===== src/rtl/mips_multicycle_ctrl.sv =====
// Multi-cycle MIPS control FSM: sequences fetch/decode/execute/memory/writeback
// and drives datapath enables, mux selects and the ALU operation code.
module mips_multicycle_ctrl (
  input  logic       clk,
  input  logic       rst_n,
  input  logic [5:0] opcode,
  input  logic [5:0] funct,
  input  logic       is_zero,
  input  logic       mem_ready,
  output logic       mem_req,
  output logic       iord,
  output logic       mem_write,
  output logic       ir_write,
  output logic       pc_en,
  output logic [1:0] pc_src,
  output logic       alu_src_a,
  output logic [1:0] alu_src_b,
  output logic [2:0] alu_control,
  output logic       reg_dst,
  output logic       mem_to_reg,
  output logic       reg_write,
  output logic       instr_done,
  output logic       illegal
);

  typedef enum logic [3:0] {
    ST_IDLE   = 4'd0,
    ST_FETCH  = 4'd1,
    ST_DECODE = 4'd2,
    ST_MEMADR = 4'd3,
    ST_MEMRD  = 4'd4,
    ST_MEMWB  = 4'd5,
    ST_MEMWR  = 4'd6,
    ST_EXEC   = 4'd7,
    ST_ALUWB  = 4'd8,
    ST_BRANCH = 4'd9,
    ST_ADDIEX = 4'd10,
    ST_ADDIWB = 4'd11,
    ST_JUMP   = 4'd12
  } state_e;

  localparam logic [5:0] OP_RTYPE = 6'h00;
  localparam logic [5:0] OP_J     = 6'h02;
  localparam logic [5:0] OP_BEQ   = 6'h04;
  localparam logic [5:0] OP_BNE   = 6'h05;
  localparam logic [5:0] OP_ADDI  = 6'h08;
  localparam logic [5:0] OP_LW    = 6'h23;
  localparam logic [5:0] OP_SW    = 6'h2B;

  state_e     state_q, state_d;
  logic       is_store_q, is_store_d;
  logic       is_bne_q, is_bne_d;
  logic       funct_ok_s;
  logic [2:0] funct_alu_s;

  // State register plus the lw/sw and beq/bne flags captured in DECODE,
  // so later states never look at the opcode again.
  always_ff @(posedge clk or negedge rst_n) begin
    if (!rst_n) begin
      state_q    <= ST_IDLE;
      is_store_q <= 1'b0;
      is_bne_q   <= 1'b0;
    end else begin
      state_q    <= state_d;
      is_store_q <= is_store_d;
      is_bne_q   <= is_bne_d;
    end
  end

  // R-type funct to ALU operation; unsupported functs are flagged.
  always_comb begin
    funct_ok_s  = 1'b1;
    funct_alu_s = 3'd0;
    case (funct)
      6'h20:   funct_alu_s = 3'd2;
      6'h22:   funct_alu_s = 3'd6;
      6'h24:   funct_alu_s = 3'd0;
      6'h25:   funct_alu_s = 3'd1;
      6'h2A:   funct_alu_s = 3'd7;
      default: funct_ok_s  = 1'b0;
    endcase
  end

  // Next-state logic.
  always_comb begin
    state_d    = state_q;
    is_store_d = is_store_q;
    is_bne_d   = is_bne_q;
    case (state_q)
      ST_IDLE:   state_d = ST_FETCH;
      ST_FETCH: begin
        if (mem_ready) state_d = ST_DECODE;
        else           state_d = ST_FETCH;
      end
      ST_DECODE: begin
        is_store_d = (opcode == OP_SW);
        is_bne_d   = (opcode == OP_BNE);
        case (opcode)
          OP_LW, OP_SW:   state_d = ST_MEMADR;
          OP_RTYPE:       state_d = ST_EXEC;
          OP_BEQ, OP_BNE: state_d = ST_BRANCH;
          OP_ADDI:        state_d = ST_ADDIEX;
          OP_J:           state_d = ST_JUMP;
          default:        state_d = ST_FETCH;
        endcase
      end
      ST_MEMADR: begin
        if (is_store_q) state_d = ST_MEMWR;
        else            state_d = ST_MEMRD;
      end
      ST_MEMRD: begin
        if (mem_ready) state_d = ST_MEMWB;
        else           state_d = ST_MEMRD;
      end
      ST_MEMWB:  state_d = ST_FETCH;
      ST_MEMWR: begin
        if (mem_ready) state_d = ST_FETCH;
        else           state_d = ST_MEMWR;
      end
      ST_EXEC: begin
        if (funct_ok_s) state_d = ST_ALUWB;
        else            state_d = ST_FETCH;
      end
      ST_ALUWB:  state_d = ST_FETCH;
      ST_BRANCH: state_d = ST_FETCH;
      ST_ADDIEX: state_d = ST_ADDIWB;
      ST_ADDIWB: state_d = ST_FETCH;
      ST_JUMP:   state_d = ST_FETCH;
      default:   state_d = ST_IDLE;
    endcase
  end

  // Output decode: Moore per state, with the memory handshake, branch
  // condition and illegal-instruction checks folded in where needed.
  always_comb begin
    mem_req     = 1'b0;
    iord        = 1'b0;
    mem_write   = 1'b0;
    ir_write    = 1'b0;
    pc_en       = 1'b0;
    pc_src      = 2'b00;
    alu_src_a   = 1'b0;
    alu_src_b   = 2'b00;
    alu_control = 3'd0;
    reg_dst     = 1'b0;
    mem_to_reg  = 1'b0;
    reg_write   = 1'b0;
    instr_done  = 1'b0;
    illegal     = 1'b0;
    case (state_q)
      ST_FETCH: begin
        mem_req     = 1'b1;
        alu_src_b   = 2'b01;
        alu_control = 3'd2;
        ir_write    = mem_ready;
        pc_en       = mem_ready;
      end
      ST_DECODE: begin
        alu_src_b   = 2'b11;
        alu_control = 3'd2;
        case (opcode)
          OP_LW, OP_SW, OP_RTYPE, OP_BEQ, OP_BNE, OP_ADDI, OP_J: illegal = 1'b0;
          default: illegal = 1'b1;
        endcase
      end
      ST_MEMADR, ST_ADDIEX: begin
        alu_src_a   = 1'b1;
        alu_src_b   = 2'b10;
        alu_control = 3'd2;
      end
      ST_MEMRD: begin
        mem_req = 1'b1;
        iord    = 1'b1;
      end
      ST_MEMWB: begin
        reg_write  = 1'b1;
        mem_to_reg = 1'b1;
        instr_done = 1'b1;
      end
      ST_MEMWR: begin
        mem_req    = 1'b1;
        iord       = 1'b1;
        mem_write  = 1'b1;
        instr_done = mem_ready;
      end
      ST_EXEC: begin
        alu_src_a = 1'b1;
        if (funct_ok_s) begin
          alu_control = funct_alu_s;
        end else begin
          illegal = 1'b1;
        end
      end
      ST_ALUWB: begin
        reg_write  = 1'b1;
        reg_dst    = 1'b1;
        instr_done = 1'b1;
      end
      ST_BRANCH: begin
        alu_src_a   = 1'b1;
        alu_control = 3'd6;
        pc_src      = 2'b01;
        instr_done  = 1'b1;
        if (is_bne_q) pc_en = !is_zero;
        else          pc_en = is_zero;
      end
      ST_ADDIWB: begin
        reg_write  = 1'b1;
        instr_done = 1'b1;
      end
      ST_JUMP: begin
        pc_src     = 2'b10;
        pc_en      = 1'b1;
        instr_done = 1'b1;
      end
      default: mem_req = 1'b0;
    endcase
  end

endmodule


===== config.mk =====
export PLATFORM = sky130hd
export DESIGN_NAME = mips_multicycle_ctrl
export DESIGN_NICKNAME = d
export VERILOG_FILES = /design/src/rtl/mips_multicycle_ctrl.sv
export SDC_FILE = /design/constraint.sdc
export NUM_CORES = 1
export LEC_CHECK = 0
export CORE_MARGIN = 1.5
export CORE_UTILIZATION = 40
export DETAILED_ROUTE_END_ITERATION = 16
export GPL_ROUTABILITY_DRIVEN = 0
export PLACE_DENSITY = 0.78
export SLEW_MARGIN = 20
export SYNTH_ARGS = -nofsm -noshare
export SYNTH_HDL_FRONTEND = slang
export SYNTH_SLANG_ARGS = --single-unit

===== constraint.sdc =====
create_clock -name clk -period 2.4 [get_ports clk]
set_clock_uncertainty 0.15 [all_clocks]
set_input_delay 0.6 -clock clk [delete_from_list [all_inputs] [get_ports clk]]
set_output_delay 0.6 -clock clk [all_outputs]
set_load 0.05 [all_outputs]

Yosys cells after proc, flatten, opt, wreduce, memory -nomap -nowiden
Cells that the tools add are included.
{"block": "classes", "n_reduce_logical": 15, "mux": 27, "eq_ne": 23}
{"op": "$eq 6x6->1 const B", "count": 7}
{"op": "$pmux 4 s8", "count": 1}
{"op": "$eq 4x4->1 const B", "count": 5}
{"op": "$pmux 4 s5", "count": 1}
{"op": "$eq 4x3->1 const B", "count": 4}
{"op": "$mux 1", "count": 13}
{"op": "$eq 6x3->1 const B", "count": 2}
{"op": "$pmux 3 s4", "count": 1}
{"op": "$reduce_or 5->1", "count": 2}
{"op": "$pmux 3 s3", "count": 1}
{"op": "$eq 4x2->1 const B", "count": 2}
{"op": "$reduce_or 2->1", "count": 4}
{"op": "$reduce_or 4->1", "count": 2}
{"op": "$reduce_or 7->1", "count": 1}
{"op": "$eq 6x2->1 const B", "count": 1}
{"op": "$eq 6x4->1 const B", "count": 1}
{"op": "$logic_not 6->1", "count": 1}
{"op": "$mux 3", "count": 2}
{"op": "$pmux 2 s3", "count": 1}
{"op": "$reduce_or 3->1", "count": 2}
{"op": "$reduce_or 6->1", "count": 1}
{"op": "$eq 4x1->1 const B", "count": 1}
{"op": "$logic_not 4->1", "count": 1}
{"op": "$mux 2", "count": 2}
{"op": "5 further kinds", "count": 6}
{"block": "word_totals", "regBits": 6, "elab_cells": 68}

Depth between registers and ports, before layout
Gate-level depths: netlist (run 1).
{"block": "logic_depth", "ltp_word": 5, "depth_mapped": 6, "depth_no_buf": 4}

Worst setup path before layout (run 1)
OpenSTA, ideal clock, no wires.
{"block": "synth_timing", "kind": "input to output", "startpoint": "in mem_ready", "endpoint": "out pc_en", "slack_ps": -616, "stages": 3, "arrival_time_ps": 2266, "n_path_buf": 0, "t_required_ps": 1650, "cell_sequence": "nand3b_1 nor3_1 a211o_1"}
{"block": "synth_between", "elab_chain_cells": 1}
{"item": "start, declared", "line": "9", "rtl": "input logic mem_ready,"}
{"item": "$pmux 1 s3", "line": "150", "rtl": "case (state_q)"}
{"item": "end, declared", "line": "14", "rtl": "output logic pc_en,"}
Every way passes these cells.

Worst setup path after layout (run 1)
{"block": "layout_timing", "startpoint": "reg state_q[3]", "endpoint": "out instr_done"}
{"block": "layout_between", "elab_chain_cells": 3, "word_cells_on_any_way": 8, "cone_classes": "6 x eq/ne; 1 x mux; 1 x reduce/logical"}
{"item": "start, declared", "line": "50", "rtl": "state_e state_q, state_d;"}
{"item": "start signal, assigned", "line": "64", "rtl": "state_q <= state_d;"}
{"item": "$eq 4x4->1 / $eq 4x3->1 (equally long branches)", "line": "150"}
{"item": "$reduce_or 5->1 (no source line)"}
{"item": "$pmux 1 s2 (*)", "line": "150"}
{"item": "end, declared", "line": "22", "rtl": "output logic instr_done,"}
Every way passes the cells marked *; elsewhere a longest branch is shown, timed or not.

==> results of run 1 <==
## state kept, by name (all words and copies together), names as in the netlist
name        flops
state_q         4
is_bne_q        1
is_store_q      1
## Yosys cell counts
| library cell | n | area, um^2 |
|---|---|---|
| a221o_1 | 1 | 10.0 |
| o21a_1 | 1 | 7.51 |
| o211ai_1 | 1 | 7.51 |
| or4_1 | 1 | 7.51 |
| a2111oi_4 | 1 | 27.5 |
| nor4bb_1 | 1 | 10.0 |
| a211o_1 | 2 | 17.5 |
| xor2_1 | 2 | 17.5 |
| nand3b_1 | 2 | 15.0 |
| buf_2 | 1 | 5.00 |
| or3_1 | 2 | 12.5 |
| a31oi_1 | 3 | 18.8 |
| nand3_1 | 2 | 10.0 |
| o21bai_1 | 1 | 7.51 |
| nor2b_1 | 4 | 25.0 |
| nor4_1 | 1 | 6.26 |
| and3_1 | 1 | 6.26 |
| nor3b_1 | 1 | 7.51 |
| nand4_1 | 3 | 18.8 |
| dfrtp_1 | 6 | 150 |
| nand2b_1 | 7 | 43.8 |
| buf_6 | 1 | 11.3 |
| or4b_4 | 1 | 13.8 |
| nor2_1 | 14 | 52.6 |
| o21ai_0 | 6 | 30.0 |
| o32ai_1 | 1 | 8.76 |
| a311oi_1 | 1 | 8.76 |
| nor3_1 | 3 | 15.0 |
| a21oi_1 | 8 | 40.0 |
| a211oi_1 | 1 | 7.51 |
| and2_1 | 1 | 6.26 |
| nand2_1 | 14 | 52.6 |
| or2_2 | 1 | 6.26 |
| o41ai_1 | 1 | 8.76 |
| inv_1 | 5 | 18.8 |
| clkbuf_1 | 3 | 11.3 |
| o22ai_1 | 1 | 6.26 |
## cells by family (layout without fill, tap and decap cells)
group,Yosys count,in the layout,share of synthesized area [%]
AOI/OAI and AO/OA,29,29,28.3
buffers and inverters,10,69,6.35
xor gates and xnor gates,2,2,2.40
DFF,6,6,20.6
and+or+nand+nor,59,59,42.4
## power by group through the flow
stage / Clock (mW) / Combinational, mW / Sequential [mW]
after floorplan: 0 / 0.688 / 0.165
after CTS: 0.102 / 1.24 / 0.204
after detailed placement: 0 / 1.18 / 0.199
after global routing: 0.110 / 1.40 / 0.223
after global placement: 0 / 1.17 / 0.196
final: 0.109 / 1.35 / 0.221
## per-layer routing
| metal | routed length [um] | share of wire, % | vias up | track usage, % |
|---|---|---|---|---|
| met5 | 0 | 0 | - | 0 |
| met4 | 235 | 5.9 | 0 | 16.6 |
| met3 | 302 | 7.6 | 29 | 1.98 |
| met1 | 1390 | 35 | 554 | 37.4 |
| li1 | - | - | 509 | - |
| met2 | 2040 | 51 | 95 | 60.3 |
## path summary, 6_finish.rpt
kind	start	endpoint	slack (ns)
min reg2reg	is_store_q$_DFFE_PN0P_	is_store_q$_DFFE_PN0P_	0.40
min in group asynchronous	rst_n	is_store_q$_DFFE_PN0P_	0.45
max	state_q[3]$_DFF_PN0_	instr_done	0.005
max in group asynchronous	rst_n	state_q[1]$_DFF_PN0_	1.38
min	is_store_q$_DFFE_PN0P_	is_store_q$_DFFE_PN0P_	0.40
max reg2reg	state_q[3]$_DFF_PN0_	state_q[0]$_DFF_PN0_	0.29
## worst reg2reg max path, cell delays in order, from the launching register on
cell and delay, ns:
dfrtp_2 0.48, nand2b_1 0.26, nor2_2 0.18, nand2_1 0.12, buf_4 0.16, buf_4 0.12, buf_4 0.12, buf_4 0.12
buf_4 0.12, buf_4 0.12, nand4_1 0.08
## final cells by class
class | instances | area share, %
inverters | 5 | 1.19
repair buffers | 61 | 43.3
clock buffers | 3 | 1.42
multi-input cells | 90 | 42.3
flip-flops and latches | 6 | 9.81
well taps | 25 | 1.98
## what timing repair did
action | in CTS | in global routing
hold buffers | 0 | 0
pin swaps | 13 | 13
resized for setup | 44 | 20
endpoints found under the setup margin | 8 | 8
buffers inserted | 9 | 3
==> impl_metrics.toml, run 1 <==
[status]
status = "finished, final reports clean"

[sta]
post-route-period-util_pct = 99.8
fin_crit_ns = 2.39
setup_slack_ns = 0.00514
fin_tns_setup_ns = 0
rsz0062_at_grt = "true"
whs_ns = 0.403
finalHoldViolations = 0
worstMarginPinSlew_ns = 0.428
fmax_mhz = 418
finalSetupViolations = 0
finalMaxSlewViolations = 0
max_slew_margin_pct = 71.4

[critical_path]
max_stage_delay_ns = 0.48
critPathCaptureType = "output port"
arrival_ns = 1.64
crit_path_max_fanout = 7
crit_path_start_kind = "flop"
cp_slowest_cell = "dfrtp_2"
crit_chain = "nand2b_1 -> nor2_2 -> a221o_2 -> buf_4"
critical_path_depth = 4
path_buf_inv = 1
path_class = "flop to output port"
worst_ep_required_time_ns = 1.65
critical_path.top_delay_family = "simple AND/OR/NAND/NOR gates"
rr_worst_depth = 10

[floorplan]
num_io_pins = 34
start_util_pct = 42.2
die-height_um = 45.7
dieWidth_um = 45.7
core_area_um2 = 1730
rows = 15
die_area_um2 = 2090

[detailed_routing]
ant_nets = 0
drc = 0
num_vias = 1187
via_per_inst = 6.25
drt_wl_total_um = 3970
drt-initial-drc-count = 57
wl_per_cell_um = 20.9
dr.pass1.iters = 4

[synth]
ys_ff_latch = 6
syn_avg_cell_area_um2 = 6.88
synthesis.nets = 122
netlist_instances = 106
yosysWarnings = 0
seq_area_frac_synth_pct = 20.6
synth_cell_type_count = 37
syn_area_um2 = 729

[clock_network]
cts.htree.levels = 1
cts_buffer_depth = 2
root_buffer = "clkbuf_4"
cts.sinks = 6
cts.clk_slew.worst_paths_ns = 0.06
cts_buffers = 3
cts_tree = "done"
clock_latency_ns = 0.27

[pwr]
clockPowerShare_pct = 6.5
ir_drop_uv = 880
p_leak_nw = 0.692
powerDensity_nw_per_um2 = 1060
p_int_mw = 0.816
swShare_pct = 51.5
pwr-share-comb_pct = 80.4
p_total_mw = 1.68
switchingPower_mw = 0.866
p_seq_share_pct = 13.1

[run]
cap_violations = 0

[place]
placed_area_um2 = 1370
post-place-cells = 175
port_buffers = 33
pre_cts_ws_ns = -0.437
hpwl_um = 2000

[global_routing]
grt_max_degree = 14
overflow = 0
grtUsageTotal_pct = 32.7
grt_pass1_wl_um = 4790
grt_pass1_vias = 1017
antenna_found_initial = 0

[layout]
layout_common_cells = "buf_4 (27), buf_12 (16), nand2_1 (12)"
antennaDiodeCount = 0
layout-drive-gt1-share_pct = 52.7
fin_cells = 190
final_core_util_pct = 91.6
multi_input_area_um2 = 669
seqCellArea_um2 = 155
n_fill_cell = 78
layout_commonest_cell = "buf_4"
area_growth_pct = 117
final_cell_area_um2 = 1580
final_net_count = 183

[hold_path]
hold_class = "flop to flop"
hold_path_depth = 2
(Power assumes the default switching activity.)
==> run 2, diff against run 1 <==
--- a/config.mk
+++ b/config.mk
@@ -14,3 +14,4 @@
 export SYNTH_ARGS = -nofsm -noshare
 export SYNTH_HDL_FRONTEND = slang
 export SYNTH_SLANG_ARGS = --single-unit
+export TNS_END_PERCENT = 100
==> results of run 2 <==
The final DEF is identical to that of run 1; final timing and power are the same.
==> patch (settings of run 2) <==
Reset style: synchronous (`rst_n`), changed in one clocked block.
--- a/src/rtl/mips_multicycle_ctrl.sv
+++ b/src/rtl/mips_multicycle_ctrl.sv
@@ -55,7 +55,7 @@
 
   // State register plus the lw/sw and beq/bne flags captured in DECODE,
   // so later states never look at the opcode again.
-  always_ff @(posedge clk or negedge rst_n) begin
+  always_ff @(posedge clk) begin
     if (!rst_n) begin
       state_q    <= ST_IDLE;
       is_store_q <= 1'b0;
Check against the original RTL: differs if rst_n is asserted again (counterexample within 4 cycles, from zero or initial values and one cycle with rst_n low); with rst_n held inactive, the same outputs for 10 cycles.
==> patch against run 2 <==
  * The flow now stops in global routing
  * Area after synthesis is 0.69% lower
==> patch: results (changes against run 2) <==
Run status
  • Status: did not finish (was finished clean)
  • Fail Step: global routing
  • Error: [ERROR GRT-0232] Routing congestion too high. Check the congestion heatmap in the GUI.

Die
  • FP Rows: 15 (unchanged)

Placed design
  • HPWL Detailed: 2.08 mm (was 2.00 mm)
  • Post-detailed-placement cell area: 0.00138 mm² (was 0.00137 mm²)
  • Post-placement setup slack: -567 ps (was -437 ps)
  • Port bufs: 33 (unchanged)

GRT
  • GRT Util Overall: 0.683
  • Congestion Overflow GR: 20
  • Largest net degree at the start of global routing: 16

Logic synthesis
  • Distinct cells, synth: 36 (was 37)
  • Top cells by count, synth: nor2_1, nand2_1, a21oi_1, nand2b_1 (was nand2_1, nor2_1, a21oi_1)
  • Post-synthesis sequential area ratio: 0.166 (was 0.206)
  • Async set or reset register ratio after synthesis: 0 (was 1.00)
  • Number of synthesized register bits: 6 (unchanged)
  • Synth top area cells: dfxtp_1, nor2_1, nand2b_1 (was dfrtp_1, nand2_1, nor2_1)
  • Syn. warnings: 0 (unchanged)
  • Net Count, Synth: 123 (was 122)

STA
  • GR repair worst EP: illegal
  • Worst_ep kind: primary output

CTS
  • H-Tree Depth: 1 (unchanged)
  • CTS Root Cell: clkbuf_4 (unchanged)
  • Num CTS Buffers: 3 (unchanged)
  • Deepest clock path buffer count: 2 (unchanged)
-- patch: changes by cell type after synthesis, moves of 3 or more --
cell,delta
mux2i_1,+3
nand4_1,-3
nand2_1,-6
dfxtp_1,+6
dfrtp_1,-6
or4_1,+3
and3_1,+4
o21ai_0,-3
-- patch: metal layers --
| metal | overflow | track usage |
|---|---|---|
| met5 | 0 | 0 |
| met4 | 12 | 0.794 |
| met3 | 0 | 0.421 |
| met2 | 8 | 0.885 |
| met1 | 0 | 0.681 |
-- patch: cell families after synthesis --
group / after synthesis / share of synthesized area
compound gates: 27 / 0.245
simple gates: 60 / 0.465
mux: 3 / 0.0415
buf+inv: 9 / 0.0587
flops: 6 / 0.166
xor+xnor: 2 / 0.0242
-- patch: per-stage QoR --
stage | hold WS (ps) | std cells
after global placement | 387 | 177
after CTS | 450 | 185
after floorplan | 332 | 107
after detailed placement | 420 | 177
-- patch: repair_timing --
action                     4_1_cts
setup buffers                    5
gates resized for setup         61
setup endpoints to repair        8
pin swaps                       11
